[src/rtl/eth_pkg.sv]
// Shared definitions for the Ethernet test-frame generator: FSM state codes,
// the per-beat marker word, default length bounds and the length clamp helper.
package eth_pkg;

    typedef logic [1:0] state_t;

    localparam state_t ST_IDLE = 2'd0;
    localparam state_t ST_SEND = 2'd1;
    localparam state_t ST_GAP  = 2'd2;
    localparam state_t ST_DONE = 2'd3;

    localparam logic [15:0] BEAT_MARKER = 16'hA55A;

    localparam int DEF_MIN_LEN = 60;
    localparam int DEF_MAX_LEN = 9600;

    // Flow identifiers are carried in 4 bits (up to 16 flows).
    localparam int FLOW_W = 4;

    function automatic logic [15:0] clamp_len(input logic [15:0] len,
                                              input int min_len,
                                              input int max_len);
        logic [15:0] lo;
        logic [15:0] hi;
        lo = 16'(min_len);
        hi = 16'(max_len);
        if (len < lo)
            return lo;
        else if (len > hi)
            return hi;
        else
            return len;
    endfunction

endpackage

[src/rtl/eth_rr_sel.sv]
// Round-robin flow picker: returns the next set bit of mask strictly after
// current, wrapping to the lowest set bit; holds current if mask is empty.
module eth_rr_sel
    import eth_pkg::*;
#(
    parameter int NUM_FLOWS = 4
) (
    input  logic [NUM_FLOWS-1:0] mask,
    input  logic [FLOW_W-1:0]    current,
    output logic [FLOW_W-1:0]    next
);

    logic [NUM_FLOWS-1:0] above_mask;
    logic                 hi_found;
    logic                 lo_found;
    logic [FLOW_W-1:0]    hi_idx;
    logic [FLOW_W-1:0]    lo_idx;

    genvar gi;
    generate
        for (gi = 0; gi < NUM_FLOWS; gi++) begin : g_above
            assign above_mask[gi] = mask[gi] && (FLOW_W'(gi) > current);
        end
    endgenerate

    // Descending scan so the lowest qualifying index is the one that sticks.
    always_comb begin
        hi_found = 1'b0;
        lo_found = 1'b0;
        hi_idx   = '0;
        lo_idx   = '0;
        for (int j = NUM_FLOWS - 1; j >= 0; j--) begin
            if (mask[j]) begin
                lo_found = 1'b1;
                lo_idx   = FLOW_W'(j);
            end
            if (above_mask[j]) begin
                hi_found = 1'b1;
                hi_idx   = FLOW_W'(j);
            end
        end
        if (hi_found)
            next = hi_idx;
        else if (lo_found)
            next = lo_idx;
        else
            next = current;
    end

endmodule

[src/rtl/eth_pktgen.sv]
// AXI-Stream Ethernet test-frame generator: round-robin over enabled flows,
// fixed-length frames with per-flow sequence numbers and programmable gap.
module eth_pktgen
    import eth_pkg::*;
#(
    parameter int DATA_WIDTH = 64,
    parameter int KEEP_WIDTH = DATA_WIDTH / 8,
    parameter int NUM_FLOWS  = 4,
    parameter int MIN_LEN    = DEF_MIN_LEN,
    parameter int MAX_LEN    = DEF_MAX_LEN
) (
    input  logic                  clk156,
    input  logic                  sys_rst,
    input  logic                  enable,
    input  logic [NUM_FLOWS-1:0]  flow_mask,
    input  logic [15:0]           frame_len,
    input  logic [15:0]           ifg_cycles,
    input  logic [31:0]           frame_count,
    output logic                  m_axis_tvalid,
    input  logic                  m_axis_tready,
    output logic [DATA_WIDTH-1:0] m_axis_tdata,
    output logic [KEEP_WIDTH-1:0] m_axis_tkeep,
    output logic                  m_axis_tlast,
    output logic                  m_axis_tuser,
    output logic                  busy,
    output logic                  done,
    output logic [31:0]           frames_sent
);

    localparam int HALVES = DATA_WIDTH / 64;
    localparam int KW_LOG = $clog2(KEEP_WIDTH);

    state_t                state_reg;
    logic [15:0]           beats_reg;
    logic [KEEP_WIDTH-1:0] last_keep_reg;
    logic [15:0]           ifg_reg;
    logic [31:0]           count_reg;
    logic [NUM_FLOWS-1:0]  mask_reg;
    logic [31:0]           frames_sent_reg;
    logic                  done_reg;
    logic [15:0]           beat_reg;
    logic [15:0]           gap_reg;
    logic [FLOW_W-1:0]     flow_reg;
    logic [23:0]           seq_reg [NUM_FLOWS];

    logic [15:0]           len_clamped;
    logic [15:0]           beats_calc;
    logic [KW_LOG-1:0]     rem;
    logic [KEEP_WIDTH-1:0] last_keep_calc;
    logic [FLOW_W-1:0]     start_flow;
    logic [FLOW_W-1:0]     next_flow;
    logic [23:0]           cur_seq;
    logic [31:0]           frames_next;
    logic                  last_beat;
    logic                  fire;
    logic                  frame_end;
    logic                  start;
    logic [DATA_WIDTH-1:0] word;

    // Frame geometry is derived from the live inputs but only captured at start.
    assign len_clamped    = clamp_len(frame_len, MIN_LEN, MAX_LEN);
    assign beats_calc     = 16'((32'(len_clamped) + KEEP_WIDTH - 1) >> KW_LOG);
    assign rem            = len_clamped[KW_LOG-1:0];
    assign last_keep_calc = (rem == '0) ? '1 : ~({KEEP_WIDTH{1'b1}} << rem);

    assign start       = (state_reg == ST_IDLE) && enable && (|flow_mask);
    assign last_beat   = (beat_reg == beats_reg - 16'd1);
    assign fire        = m_axis_tvalid && m_axis_tready;
    assign frame_end   = fire && last_beat;
    assign frames_next = (frames_sent_reg == 32'hFFFF_FFFF) ? frames_sent_reg
                                                            : frames_sent_reg + 32'd1;

    // Starting from the top index makes the picker return the lowest set bit.
    eth_rr_sel #(.NUM_FLOWS(NUM_FLOWS)) u_start_sel (
        .mask    (flow_mask),
        .current (FLOW_W'(NUM_FLOWS - 1)),
        .next    (start_flow)
    );

    eth_rr_sel #(.NUM_FLOWS(NUM_FLOWS)) u_next_sel (
        .mask    (mask_reg),
        .current (flow_reg),
        .next    (next_flow)
    );

    always_comb begin
        cur_seq = '0;
        for (int i = 0; i < NUM_FLOWS; i++) begin
            if (flow_reg == FLOW_W'(i))
                cur_seq = seq_reg[i];
        end
    end

    genvar gi;
    generate
        for (gi = 0; gi < HALVES; gi++) begin : g_half
            logic [15:0] half_idx;
            assign half_idx = 16'(32'(beat_reg) * HALVES + gi);
            assign word[gi*64 +: 64] = {{(8 - FLOW_W){1'b0}}, flow_reg, cur_seq,
                                        half_idx, BEAT_MARKER};
        end
    endgenerate

    assign m_axis_tvalid = (state_reg == ST_SEND);
    assign m_axis_tdata  = m_axis_tvalid ? word : '0;
    assign m_axis_tkeep  = m_axis_tvalid ? (last_beat ? last_keep_reg : '1) : '0;
    assign m_axis_tlast  = m_axis_tvalid && last_beat;
    assign m_axis_tuser  = 1'b0;
    assign busy          = (state_reg != ST_IDLE);
    assign done          = done_reg;
    assign frames_sent   = frames_sent_reg;

    always_ff @(posedge clk156) begin
        if (sys_rst) begin
            for (int i = 0; i < NUM_FLOWS; i++)
                seq_reg[i] <= '0;
        end else if (frame_end) begin
            for (int i = 0; i < NUM_FLOWS; i++) begin
                if (flow_reg == FLOW_W'(i))
                    seq_reg[i] <= seq_reg[i] + 24'd1;
            end
        end
    end

    always_ff @(posedge clk156) begin
        if (sys_rst) begin
            state_reg       <= ST_IDLE;
            beats_reg       <= '0;
            last_keep_reg   <= '0;
            ifg_reg         <= '0;
            count_reg       <= '0;
            mask_reg        <= '0;
            frames_sent_reg <= '0;
            done_reg        <= 1'b0;
            beat_reg        <= '0;
            gap_reg         <= '0;
            flow_reg        <= '0;
        end else begin
            case (state_reg)
                ST_IDLE: begin
                    if (start) begin
                        beats_reg       <= beats_calc;
                        last_keep_reg   <= last_keep_calc;
                        ifg_reg         <= ifg_cycles;
                        count_reg       <= frame_count;
                        mask_reg        <= flow_mask;
                        frames_sent_reg <= '0;
                        done_reg        <= 1'b0;
                        beat_reg        <= '0;
                        flow_reg        <= start_flow;
                        state_reg       <= ST_SEND;
                    end
                end
                ST_SEND: begin
                    if (fire && !last_beat) begin
                        beat_reg <= beat_reg + 16'd1;
                    end else if (fire) begin
                        beat_reg        <= '0;
                        frames_sent_reg <= frames_next;
                        flow_reg        <= next_flow;
                        if (count_reg != '0 && frames_next == count_reg) begin
                            state_reg <= ST_DONE;
                            done_reg  <= 1'b1;
                        end else if (!enable) begin
                            state_reg <= ST_IDLE;
                        end else if (ifg_reg == '0) begin
                            state_reg <= ST_SEND;
                        end else begin
                            gap_reg   <= ifg_reg;
                            state_reg <= ST_GAP;
                        end
                    end
                end
                ST_GAP: begin
                    // gap_reg is loaded with a non-zero count, so this spans ifg_reg clocks.
                    if (gap_reg <= 16'd1)
                        state_reg <= enable ? ST_SEND : ST_IDLE;
                    else
                        gap_reg <= gap_reg - 16'd1;
                end
                ST_DONE: begin
                    if (!enable)
                        state_reg <= ST_IDLE;
                end
                default: state_reg <= ST_IDLE;
            endcase
        end
    end

endmodule

[config.mk]
export PLATFORM = sky130hd
export DESIGN_NAME = eth_pktgen
export DESIGN_NICKNAME = d
export VERILOG_FILES = /design/src/rtl/eth_pkg.sv /design/src/rtl/eth_rr_sel.sv /design/src/rtl/eth_pktgen.sv
export SDC_FILE = /design/constraint.sdc
export NUM_CORES = 1
export LEC_CHECK = 0
export BUFFER_PORTS_ARGS = -buffer_cell sky130_fd_sc_hd__buf_4
export CORE_MARGIN = 4
export CORE_UTILIZATION = 64
export CTS_CLUSTER_SIZE = 16
export DETAILED_ROUTE_END_ITERATION = 8
export GPL_ROUTABILITY_DRIVEN = 0
export GPL_TIMING_DRIVEN = 0
export PLACE_DENSITY = 0.87
export SYNTH_ARGS = -nofsm -noshare
export SYNTH_HDL_FRONTEND = slang
export SYNTH_SLANG_ARGS = --single-unit
[constraint.sdc]
create_clock -name clk156 -period 11.9 [get_ports clk156]
set_input_delay 0.595 -clock clk156 [delete_from_list [all_inputs] [get_ports clk156]]
set_output_delay 0.595 -clock clk156 [all_outputs]
set_load 0.1 [all_outputs]
==> qor.txt, run 1 <==
DR iter-0 viols = 1,852
WHS Endpoint = count_reg[5]
Drt wl/cell = 19.3 um
Post-route setup slack = 7.08 ns
CP Cell Sequence = inv_1 -> ha_1 -> nor3b_1 -> nand3_1 -> xnor2_1 -> nor4_1 -> nor3b_1 -> o2111ai_1 -> clkbuf_1 -> nor2_1 -> buf_4
Max-slew violation count = 0
Clk network pwr share = 39.5%
Endpoint class of the critical path = output port
Period utilization = 40.5%
Worst R2R Path Depth = 11
Setup WS pre-CTS = 7.24 ns
Synthesized area per cell = 8.52 um^2
Largest family of logic cells by synthesized area = simple AND/OR/NAND/NOR gates
Yosys top cell by area = edfxtp_1
Multiplexer share of the synthesized area = 4.89%
Post-synth ARST share = 0%
Hold depth = 3
Startpoint types = flop
Layout area overhead = 18.0%
Post-synthesis cell area = 14,500 um^2
Fin util = 77.5%
DP Area = 16,200 um^2
Die ar. = 25,200 um^2
Total congestion overflow = 0
Initial antenna violation count = 0
Most common flop cell mapped by yosys = dfxtp_1
Worst R2R End = seq_reg[0][19]
Synth Area in XOR/XNOR = 10.1%
Critical hold path startpoint = frame_count[5]
Antenna diode count = 0
Synth top area cells = edfxtp_1 (20%), dfxtp_1 (20%), nor2_1 (5.9%), nand2_1 (5.7%), xor2_1 (5.5%)
Switch Pwr = 618 uW
Worst-Skew Late Latency = 0.54 ns
Leakage = 0.00641 uW
Post-Synth Simple-Gate Area = 27.3%
Initial Util = 65.7%
Number of global-route vias before repair = 13,200
VDD IR max = 0.0000938 V
CTS root buffer = clkbuf_16
Final Critical Period = 4.82 ns
Core Box Area = 22,100 um^2
Relative slew slack = 30.3%
Slowest cell on crit path = nor3b_1
Max reg flops = 96
Detailed Routing Iterations Pass 1 = 6
Reg2reg setup slack = 7.15 ns
Vias/cell = 6.38
Share of cells above drive strength 1 = 15.9%
Clock Path Buffers = 3
Post-synth EDFFs = 96
Num CTS Buffers = 26
Worst EP arrival = 4.23 ns
Max Clock Skew = 0.00813 ns
DRC errors left = 0
Design area = 17,100 um^2
CP max stage delay = 0.59 ns
CTS resizes = 0
Final setup fails = 0
GRT Total Usage = 33.2%
Worst hold path class = in -> reg
Cell repeated most along the worst path = nor3b_1
Fmax = 207 MHz
CTS tree = yes
Hold buffers post-CTS = 0
Post-synthesis adder-cell area fraction = 0.948%
Cells after Synth = 1,705
Synth Area in Compound Gates = 12.7%
Crit path kind = reg -> out
Combinational power share = 17.1%
Setup TNS = 0 ns
Post-synth top cells = nor2_1 (227), nand2_1 (221), dfxtp_1 (143)
Number of routed nets with antenna violations = 0
Sequential area share after synthesis = 39.6%
Die H = 159 um
Worst-margin pin slew = 1.04 ns
Pint = 1490 uW
CP Max Fanout = 10
H-tree Lvls = 1
Clk slew on worst S/H paths = 0.07 ns
Sequential power share = 43.4%
Setup bufs post-CTS = 0
CTS sink count = 239
Most frequent cell after synthesis = nor2_1
Top-area cell type share of the netlist area = 19.9%
Final wirelength = 42,800 um
Die width = 159 um
Yosys Warn Count = 0
Post-synthesis register bit count = 239
DR vias = 14,100
Status = complete, no violations
First-pass GRT wire length = 67,600 um
Worst flop-to-flop path startpoint = beats_reg[0]
Yosys cell types = 79
WP data required = 11.31 ns
Max cap viols = 0
RSZ-0062 raised after global routing = no
Post-DP HPWL = 31,500 um
Power density cells = 123 nW/um^2
Net Sw Frac = 29.3%
Hold Fails Final Rpt = 0
Final nets = 1,997
Io pins = 181
Num rows = 54
Largest net degree at the start of global routing = 25
PortBufs = 164
## per-layer routing
metal / vias to the layer above / global-route usage (%) / share of wire, %
li1: 6495 / - / -
met1: 6566 / 44.5 / 38
met2: 882 / 54.3 / 46
met3: 182 / 5.84 / 11
met4: 0 / 12.1 / 4.4
met5: - / 0 / 0
## metrics by stage
stage / std cells / hold slack [ns] / power, uW
2_1_floorplan: 1719 / 0.437 / 1180
3_3_place_gp: 2163 / 0.447 / 1270
3_5_place_dp: 2166 / 0.457 / 1280
4_1_cts: 2214 / 0.295 / 2100
5_1_grt: 2214 / 0.307 / 2170
6_report: 2214 / 0.301 / 2110
## critical path, delay by kind of cell, from the launching register on
family	cells	cell delay [ns]
compound gates	1	0.24
xor+xnor	1	0.17
fa+ha+maj	1	0.25
buf+inv	3	0.79
flops	1	0.37
simple gates	5	1.87
## cell usage in the layout (no fill, tap or decap), types with 7 or more instances in the layout
master     count
nor2_1       227
nand2_1      221
buf_4        188
dfxtp_1      143
a21oi_1      104
edfxtp_1      96
xor2_1        92
nand3_1       89
xnor2_1       75
clkbuf_1      73
o21ai_0       64
and2_1        46
nand4_1       39
and3_1        38
nor3_1        31
nor4_1        30
clkbuf_16     28
inv_1         25
mux4_2        24
o31ai_1       19
buf_2         18
or3_1         16
and4_1        15
conb_1        15
a31oi_1       13
a211oi_1      12
nor2b_1       12
mux2i_1       12
ha_1          11
o41ai_1        9
nand2b_1       9
a22oi_1        9
or4_1          9
clkinv_1       7
o211ai_1       7
o22ai_1        7
## cells by family after synthesis
| logic type | count (synthesis) |
|---|---|
| buf+inv | 143 |
| mux | 40 |
| compound gates | 290 |
| flops | 239 |
| xor+xnor | 167 |
| simple gates | 814 |
| fa+ha+maj | 11 |
| other cells | 1 |
## power by group through the flow
stage	logic, uW	clock network, uW	registers, uW
2_1_floorplan	265	0	919
3_3_place_gp	342	0	930
3_5_place_dp	352	0	932
4_1_cts	355	834	914
5_1_grt	382	873	919
6_report	360	833	916
## cell type report
cell class,instances,area (um^2)
Clock inverter,13,118
Inverter,27,101
Buffer,116,551
Fill cell,1496,4960
Clock buffer,35,767
Sequential cell,239,5750
Multi-Input combinational cell,1337,8220
Timing Repair Buffer,167,1280
Tap cell,280,350
## worst max-delay path by stage
stage | end | slack [ns] | depth (start not counted) | from
floorplan | seq_reg[2][0] | 7.06 | 10 | beats_reg[3]
global placement | seq_reg[2][19] | 5.97 | 10 | beats_reg[0]
detailed placement | seq_reg[0][19] | 7.24 | 11 | beats_reg[0]
CTS | m_axis_tlast | 7.24 | 11 | beats_reg[0]
global route | seq_reg[0][16] | 6.82 | 11 | beats_reg[0]
finish | m_axis_tlast | 7.08 | 11 | beats_reg[0]
No activity file was read; power rests on OpenSTA's default activity.
==> run 2, diff against run 1 <==
--- a/config.mk
+++ b/config.mk
@@ -7,12 +7,12 @@
 export LEC_CHECK = 0
 export BUFFER_PORTS_ARGS = -buffer_cell sky130_fd_sc_hd__buf_4
 export CORE_MARGIN = 4
-export CORE_UTILIZATION = 64
+export CORE_UTILIZATION = 53
 export CTS_CLUSTER_SIZE = 16
 export DETAILED_ROUTE_END_ITERATION = 8
 export GPL_ROUTABILITY_DRIVEN = 0
 export GPL_TIMING_DRIVEN = 0
-export PLACE_DENSITY = 0.87
+export PLACE_DENSITY = 0.77
 export SYNTH_ARGS = -nofsm -noshare
 export SYNTH_HDL_FRONTEND = slang
 export SYNTH_SLANG_ARGS = --single-unit
==> constraint.sdc (replaced) <==
create_clock -name clk156 -period 4.2 [get_ports clk156]
set_input_delay 0.21 -clock clk156 [delete_from_list [all_inputs] [get_ports clk156]]
set_output_delay 0.21 -clock clk156 [all_outputs]
set_load 0.1 [all_outputs]
==> run 2 against run 1 <==
- sequential share of layout area is 1.6 points lower
- critical path depth is 3 higher
- non-clock buffer count is 65 higher
- via count is 0.42% higher
- clock-buffer cell count is 4 higher
- critical endpoint is now gap_reg[14]
- routed wire length is 3.4% higher
==> qor.txt, run 2 (synthesis results as in run 1) <==
Status = complete, no violations
Worst EP arrival = 4.57 ns (+0.34 ns)
Final wirelength = 44,200 um (+3.4%)
Crit path kind = reg -> reg
GRT Total Usage = 28.3% (-4.9 points)
WL met1 = 17,700 um (+9.4%)
Initial Util = 53.9% (-12 points)
Max cap viols = 0 (unchanged)
DRC errors left = 0 (unchanged)
Worst-Skew Late Latency = 0.55 ns (about the same)
CTS sink count = 239 (unchanged)
DR vias = 14,200 (+0.42%)
Core Box Area = 27,000 um^2 (+22%)
Met2 wire len = 20,100 um (+1.7%)
Number of routed nets with antenna violations = 0 (unchanged)
Design area = 18,000 um^2 (+5.2%)
Clk slew on worst S/H paths = 0.06 ns (about the same)
Startpoint types = flop
H-tree Lvls = 1 (unchanged)
CTS tree = yes
Post-DP HPWL = 32,200 um (+2.3%)
Final setup fails = 0 (unchanged)
Share of cells above drive strength 1 = 17.5% (+1.6 points)
Uppermost layer routed = met5
Met3 routed WL = 4720 um (-4.0%)
Worst hold path class = in -> reg
Die width = 174 um (+9.4%)
First-pass GRT wire length = 71,000 um (+5.2%)
Worst-margin pin slew = 0.874 ns (-0.169 ns)
Leakage = 0.00680 uW (+6.1%)
Max reg flops = 96 (unchanged)
Relative slew slack = 41.0% (+11 points)
Layout area overhead = 24.1%
Fmax = 243 MHz
Max-slew violation count = 0 (unchanged)
Detailed Routing Iterations Pass 1 = 6 (unchanged)
Max Clock Skew = 0.0105 ns (+0.00235 ns)
Power, Total = 6140 uW (+190%)
Num rows = 60 (+11%)
VDD IR max = 0.000276 V (+190%)
Clock Path Buffers = 3 (unchanged)
Final nets = 2,062 (+3.3%)
Vias/cell = 6.06 (-5.1%)
Period utilization = 98.0%
Final Critical Period = 4.12 ns
Die ar. = 30,100 um^2 (+20%)
Drt wl/cell = 18.9 um (-2.2%)
Highest-count cells in the layout ignoring fill and taps = nor2_1 (225), nand2_1 (220), buf_4 (198)
Hold depth = 3 (unchanged)
Die H = 174 um (+9.4%)
Most common cell after layout, fill and taps aside = nor2_1
Power density cells = 341 nW/um^2 (+180%)
CTS root buffer = clkbuf_16
Worst R2R Path Depth = 14 (+3)
Hold Fails Final Rpt = 0 (unchanged)
Io pins = 181 (unchanged)
DP Area = 16,300 um^2 (+0.61%)
Largest net degree at the start of global routing = 25 (unchanged)
DR iter-0 viols = 1,743 (-5.9%)
WP data required = 4.65 ns (-6.66 ns)
CP Max Fanout = 10 (unchanged)
Total congestion overflow = 0 (unchanged)
Fin util = 66.9% (-11 points)
Number of global-route vias before repair = 13,700 (+3.8%)
Num CTS Buffers = 26 (unchanged)
Initial antenna violation count = 3 (+3)
Endpoint class of the critical path = flop
PortBufs = 164 (unchanged)
-- run 2: changes by cell type in the layout (fill, tap and decap cells not counted), sizes merged --
cell,change
clkinvlp,-2
clkinv,-2
dlygate4sd3,+56
buf,+9
diode,+2
clkbuf,+4
-- run 2: power by group --
| part | leakage (uW) | switching, uW | internal (uW) |
|---|---|---|---|
| Combinational | 0.00417 | 701 | 371 |
| Sequential | 0.00216 | 103 | 2490 |
| Clock | 0.000471 | 973 | 1500 |
| Total | 0.00680 | 1780 | 4360 |
-- run 2: worst paths after layout --
kind	startpoint	endpoint	slack [ns]
setup / recovery	frames_sent[24]	gap_reg[14]	0.08
hold / removal	frame_len[10]	beats_reg[7]	0.02
setup reg to reg	frames_sent[24]	gap_reg[14]	0.08
hold reg to reg	last_keep_reg[4]	last_keep_reg[4]	0.46
-- run 2: layout make-up --
type / count / area (um^2)
Sequential cell: 239 / 5760
Clock buffer: 39 / 836
Multi-Input combinational cell: 1337 / 8310
Clock inverter: 9 / 101
Tap cell: 341 / 427
Fill cell: 2179 / 8930
Inverter: 27 / 101
Timing Repair Buffer: 233 / 1920
Antenna cell: 2 / 5.00
Buffer: 115 / 552
-- run 2: what timing repair did --
action | CTS | global route
resized for setup | 7 | 16
endpoints found under the hold margin | 54 | 0
hold buffers | 56 | 0
pin swaps | 0 | 4
setup buffers | 0 | 10
setup endpoints to repair | 94 | 126
-- run 2: metal layers --
metal	vias up	track usage, %
li1	6618	-
met4	2	10.1
met2	814	45.1
met5	-	0
met1	6598	38.3
met3	153	6.02
-- run 2: worst max-delay path, stage by stage (launching register included) --
cell	delay, ns
dfxtp_2	0.36
buf_2	0.22
and4_1	0.19
buf_2	0.20
nand2_1	0.19
o41a_1	0.44
buf_2	0.18
mux2i_1	0.23
a21bo_2	0.25
or4_1	0.58
a2111oi_4	0.43
nor3_2	0.11
buf_2	0.21
or3_1	0.37
o31ai_1	0.07
-- run 2: per-stage QoR --
step	setup WS [ns]	hold WS [ns]	instances	TNS, ns
3_5_place_dp	-0.470	0.448	2227	-15.92
3_3_place_gp	-1.82	0.446	2224	-134.97
6_report	0.0836	0.0153	2342	0
2_1_floorplan	-0.637	0.346	1719	-45.84
4_1_cts	0.0262	0.00573	2331	0
5_1_grt	-0.00209	0.0193	2341	-0.00209
